$ cat config.mk
export PLATFORM = sky130hd
export DESIGN_NAME = operand2_pipe_unit
export DESIGN_NICKNAME = d
export VERILOG_FILES = /design/src/rtl/operand2_pipe_unit.sv
export SDC_FILE = /design/constraint.sdc
export NUM_CORES = 1
export LEC_CHECK = 0
export ABC_CLOCK_PERIOD_IN_PS = 1350
export BUFFER_PORTS_ARGS = -buffer_cell sky130_fd_sc_hd__buf_2
export CORE_MARGIN = 1
export CORE_UTILIZATION = 40
export CTS_BUF_LIST = sky130_fd_sc_hd__clkbuf_4 sky130_fd_sc_hd__clkbuf_8
export CTS_CLUSTER_DIAMETER = 150
export DETAILED_ROUTE_END_ITERATION = 10
export PLACE_DENSITY = 0.69
export SYNTH_ARGS = -nofsm -noshare
export SYNTH_HDL_FRONTEND = slang
export SYNTH_SLANG_ARGS = --single-unit
$ cat constraint.sdc
create_clock -name clk -period 1.35 [get_ports clk]
set_clock_uncertainty 0.1 [all_clocks]
set_input_delay 0.27 -clock clk [delete_from_list [all_inputs] [get_ports clk]]
set_output_delay 0.27 -clock clk [all_outputs]
set_load 0.005 [all_outputs]
$ cat src/rtl/operand2_pipe_unit.sv
// ---------------------------------------------------------------------------
// operand2_pipe_unit
//
// Purpose
//   EX-stage operand2 selector with a one-deep valid/ready output register.
//   Picks operand2 from PB, HI, LO, PC or one of four immediate extensions.
//   Owns the architectural HI/LO registers. Interlocks HI/LO reads while a
//   mult/div is in flight, so N never carries a stale HI/LO value.
//
// Optional feature macro
//   OP2_HILO_BYPASS_EN
//     Defined:   a HI/LO read that coincides with md_done (and no md_start)
//                is accepted in that cycle. It captures hi_in/lo_in directly.
//     Undefined: the same read stalls for one cycle. It is then accepted from
//                the freshly written HI/LO register.
//
// Parameters
//   DATA_W    datapath width (must be >= IMM_W+2)
//   IMM_W     immediate field width
//
// Ports
//   clk        in   1       rising-edge clock
//   rst_n      in   1       asynchronous reset, active low
//   in_valid   in   1       request present on PB/PC/imm/S
//   in_ready   out  1       request accepted when in_valid & in_ready
//   PB         in   DATA_W  register-file port B
//   PC         in   DATA_W  program counter
//   imm        in   IMM_W   instruction immediate
//   S          in   3       operand select
//   md_start   in   1       mult/div issued; HI/LO become pending
//   md_done    in   1       mult/div result valid on hi_in/lo_in
//   hi_in      in   DATA_W  new HI value
//   lo_in      in   DATA_W  new LO value
//   out_valid  out  1       N holds a result
//   out_ready  in   1       consumer takes N when out_valid & out_ready
//   N          out  DATA_W  selected operand2
//   hilo_busy  out  1       HI/LO pending flag
// ---------------------------------------------------------------------------
module operand2_pipe_unit #(
    parameter int DATA_W = 32,
    parameter int IMM_W  = 16
) (
    input  logic              clk,
    input  logic              rst_n,
    input  logic              in_valid,
    output logic              in_ready,
    input  logic [DATA_W-1:0] PB,
    input  logic [DATA_W-1:0] PC,
    input  logic [IMM_W-1:0]  imm,
    input  logic [2:0]        S,
    input  logic              md_start,
    input  logic              md_done,
    input  logic [DATA_W-1:0] hi_in,
    input  logic [DATA_W-1:0] lo_in,
    output logic              out_valid,
    input  logic              out_ready,
    output logic [DATA_W-1:0] N,
    output logic              hilo_busy
);

    localparam int EXT_W = DATA_W - IMM_W;

    localparam logic [2:0] SEL_PB   = 3'b000;
    localparam logic [2:0] SEL_HI   = 3'b001;
    localparam logic [2:0] SEL_LO   = 3'b010;
    localparam logic [2:0] SEL_PC   = 3'b011;
    localparam logic [2:0] SEL_SEXT = 3'b100;
    localparam logic [2:0] SEL_LUI  = 3'b101;
    localparam logic [2:0] SEL_ZEXT = 3'b110;
    localparam logic [2:0] SEL_BOFS = 3'b111;

    // Architectural state
    logic [DATA_W-1:0] hi_q, hi_d;
    logic [DATA_W-1:0] lo_q, lo_d;
    logic              busy_q, busy_d;

    // Output register
    logic              out_valid_q, out_valid_d;
    logic [DATA_W-1:0] n_q, n_d;

    // Datapath intermediates
    logic [DATA_W-1:0] imm_sext;
    logic [DATA_W-1:0] imm_lui;
    logic [DATA_W-1:0] imm_zext;
    logic [DATA_W-1:0] imm_bofs;
    logic [DATA_W-1:0] hi_src;
    logic [DATA_W-1:0] lo_src;
    logic [DATA_W-1:0] sel_val;
    logic              hilo_read;
    logic              bypass_ok;
    logic              hilo_stall;
    logic              accept;

    // -----------------------------------------------------------------------
    // Immediate extensions
    // -----------------------------------------------------------------------
    assign imm_sext = {{EXT_W{imm[IMM_W-1]}}, imm};
    assign imm_lui  = {imm, {EXT_W{1'b0}}};
    assign imm_zext = {{EXT_W{1'b0}}, imm};
    // Branch offset: the sign-extended immediate is scaled by 4.
    // The top two bits fall off, which matches the full-width shift.
    assign imm_bofs = {{(EXT_W-2){imm[IMM_W-1]}}, imm, 2'b00};

    // -----------------------------------------------------------------------
    // HI/LO source. When md_done arrives, hi_in/lo_in are the newest values.
    // A read that is accepted in that same cycle must see them. The register
    // only updates at the end of the cycle.
    //
    // If busy is set, the read only gets here through the bypass path. If
    // busy is clear, md_done is an unsolicited write.
    // -----------------------------------------------------------------------
    assign hi_src = md_done ? hi_in : hi_q;
    assign lo_src = md_done ? lo_in : lo_q;

    always_comb begin
        sel_val = PB;
        unique case (S)
            SEL_PB:   sel_val = PB;
            SEL_HI:   sel_val = hi_src;
            SEL_LO:   sel_val = lo_src;
            SEL_PC:   sel_val = PC;
            SEL_SEXT: sel_val = imm_sext;
            SEL_LUI:  sel_val = imm_lui;
            SEL_ZEXT: sel_val = imm_zext;
            SEL_BOFS: sel_val = imm_bofs;
            default:  sel_val = PB;
        endcase
    end

    // -----------------------------------------------------------------------
    // Interlock
    // -----------------------------------------------------------------------
    assign hilo_read = (S == SEL_HI) || (S == SEL_LO);

`ifdef OP2_HILO_BYPASS_EN
    // A completing mult/div with no new one issued behind it: the result on
    // hi_in/lo_in is final and can be forwarded straight into N.
    assign bypass_ok = md_done & ~md_start;
`else
    assign bypass_ok = 1'b0;
`endif

    assign hilo_stall = in_valid & hilo_read & busy_q & ~bypass_ok;
    assign in_ready   = (~out_valid_q | out_ready) & ~hilo_stall;
    assign accept     = in_valid & in_ready;

    // -----------------------------------------------------------------------
    // Next state
    // -----------------------------------------------------------------------
    always_comb begin
        hi_d   = hi_q;
        lo_d   = lo_q;
        busy_d = busy_q;

        if (md_done) begin
            hi_d   = hi_in;
            lo_d   = lo_in;
            busy_d = 1'b0;
        end
        // A new issue wins over a completion in the same cycle. HI/LO stay
        // pending for the newly issued operation.
        if (md_start) begin
            busy_d = 1'b1;
        end
    end

    always_comb begin
        out_valid_d = out_valid_q;
        n_d         = n_q;

        if (accept) begin
            // Covers both a fill of an empty slot and an accept while draining.
            out_valid_d = 1'b1;
            n_d         = sel_val;
        end else if (out_ready) begin
            out_valid_d = 1'b0;
        end
    end

    // -----------------------------------------------------------------------
    // State registers
    // -----------------------------------------------------------------------
    always_ff @(posedge clk or negedge rst_n) begin
        if (!rst_n) begin
            hi_q        <= '0;
            lo_q        <= '0;
            busy_q      <= 1'b0;
            out_valid_q <= 1'b0;
            n_q         <= '0;
        end else begin
            hi_q        <= hi_d;
            lo_q        <= lo_d;
            busy_q      <= busy_d;
            out_valid_q <= out_valid_d;
            n_q         <= n_d;
        end
    end

    assign out_valid = out_valid_q;
    assign N         = n_q;
    assign hilo_busy = busy_q;

endmodule

==> out/summary.txt <==
drt first pass iters: 5
# port buffers: 187
Hold Path Depth: 2
CTS Sinks: 98
Yosys warnings: 0
total congestion overflow: 0
Most used DFF post-synth: dfrtp_1
Tot Pwr: 7.636 mW
routing usage on met2: 0.4315
I/O pin count: 188
crit end category: primary output
starting DRC count in detailed routing: 253
required time of the worst setup path: 980 ps
Final Non-Filler Cells: 877
Cell Area, Synth: 5164 µm²
die area: 13370 µm²
Synth area leaders: dfrtp_1, mux2_2, a21o_1, a22oi_1, mux2i_1
slowest cell delay on critical path: 390 ps
failing checks: negative setup slack
worst vdd ir: 0.4308 mV
Crit path buffers/inverters: 2
Final Setup Violations: 32
Global Route met1 Usage: 0.3454
CTS tree: built
top-area cell type share of the netlist area: 0.4749
core area: 12620 µm²
vias in the first global route: 4943
max-cap violations: 0
WS Path Type: reg -> out
Final Hold Fails: 0
CTS clk-pin slew, worst paths: 90 ps
# rows: 41
initial antenna violation count: 1
share of layout cells above drive strength 1: 0.5739
Worst path depth: 4
Fmax: 610.2 MHz
R2R cell count: 6
Period minus WS final: 1639 ps
Power Density: 1033 nW/µm²
status: complete, but fails checks
fin crit share: 1.214
drt total wl: 17120 µm
P_leak: 3.517 nW
met3 Track Usage GR: 0.03138
synthesized area per cell: 11.32 µm²
DR vias: 4690
Die H: 115.6 µm
vias per std cell: 5.348
Max Slew Vio Count: 0
EDFF count, synth: 0
# DRC: 0
final worst setup slack: -288.9 ps
worst-margin pin slew: 449.8 ps
Starting Density: 0.4092
class of the worst hold path: in -> reg
cell count after placement: 856
crit path max fanout: 2
Worst-Skew Late Latency: 360 ps
H-tree levels: 3
Slew headroom: 0.6985
sequential-to-total area share from yosys stat: 0.4749
CTS buffer count: 9
slowest CP cell: dfrtp_1
Tot GR Track Use: 0.2603
dpl ws: -490.0 ps
gpl congestion: 0.8842
CP startpoint kind: register
critical path arrival: 1270 ps
Clock Tree Buf Depth: 2
crit-path cells: nand2b_1 -> buf_4 -> a21boi_2 -> buf_2
syn nets: 609
Yosys top cell by area: dfrtp_1
cell count after synthesis: 456
CTS Root Cell: clkbuf_8
Die Wd: 115.6 µm
ys async rst share: 1.000
Nets: 854
WL/cell: 19.52 µm
CP top delay family: flip-flops
largest net degree at the start of global routing: 50
distinct cell type count of the synthesized netlist: 54
most crowded layer after global routing: met2
RSZ-0062 raised after global routing: yes
Routed Antenna Nets: 0
first-pass GRT wire length: 25950 µm
HPWL Detailed: 12950 µm
flops & latches, synth: 98
synthesis-to-finish area growth: 43.13%
-- synth_stat cells (11+ instances only) --
cell type  number
a21o_1         24
a31oi_1        15
nand2b_1       13
o21ai_0        11
mux2i_1        15
buf_2          11
dfrtp_1        98
mux2_2         60
a22oi_1        20
nand2_1        39
nor2_1         28
-- power by group --
part	internal [mW]	switching (mW)	total [mW]
Sequential	3.34	0.203	3.54
Combinational	1.15	1.01	2.15
Clock	0.960	0.979	1.94
-- sequential cells by signal (all words and copies together) (netlist names) --
| name | flops |
|---|---|
| hilo_busy | 1 |
| N | 32 |
| hi_q | 32 |
| lo_q | 32 |
| out_valid | 1 |
-- worst register-to-register path: cells and delay by family (launching register included) --
kind	cells	cell delay, ps
simple gates	1	150
compound gates	3	460
flops	1	400
buf+inv	2	380
-- metrics by stage --
step	util	setup TNS [ps]	cell area, µm²	hold WS (ps)
finish	0.5857	-5625	7391	49.49
global route	0.5857	-7515	7391	45.84
CTS	0.5756	-5582	7264	41.18
detailed placement	0.5395	-16460	6808	37.68
global placement	0.5395	-15000	6808	37.24
floorplan	-	-3784	5283	-125.6
-- routing by layer --
layer	share of wire	routed length [µm]
met4	0.030	511
met3	0.053	900
met2	0.48	8291
met5	0	0
met1	0.43	7414
-- worst paths after layout --
kind	start	slack, ps	to
worst min-delay path	lo_in[0]	50	lo_q[0]
min in group asynchronous	rst_n	200	lo_q[19]
worst min register to register	N[15]	390	N[15]
max in group asynchronous	rst_n	430	lo_q[16]
worst max-delay path	out_valid	-290	in_ready
worst max register to register	hilo_busy	-260	N[28]
-- kinds of logic after synthesis --
logic type,count (synthesis),synth area share
compound gates,120,0.1793
xor+xnor,1,0.003151
buf+inv,41,0.05306
flops,98,0.4749
mux,82,0.1803
simple gates,114,0.1093
-- cell type report --
class | instances | area, µm²
Antenna cell | 1 | 2.502
Clock buffer | 12 | 158.9
Clock inverter | 2 | 37.54
Fill cell | 1091 | 5229
Inverter | 5 | 18.77
Multi-Input combinational cell | 317 | 2733
Sequential cell | 98 | 2452
Tap cell | 172 | 215.2
Timing Repair Buffer | 270 | 1773
-- cells in the final DEF, fill, tap and decap left out, types with 13 or more instances in the layout --
cell type / netlist / routed
buf_2: 11 / 184
dfrtp_1: 98 / 98
buf_4: 8 / 62
mux2_2: 60 / 58
nand2_1: 39 / 32
nor2_1: 28 / 24
a21o_1: 24 / 24
a22oi_1: 20 / 20
mux2i_1: 15 / 15
a31oi_1: 15 / 14
nand2b_1: 13 / 13
-- what timing repair did --
item / in CTS / in global routing
hold buffers: 2 / 0
pin swaps: 16 / 10
setup buffers: 5 / 0
gates resized for setup: 41 / 31
hold endpoints to repair: 99 / 0
gates cloned: 1 / 0
endpoints found under the setup margin: 35 / 35
Power figures use the tool's default switching activity.
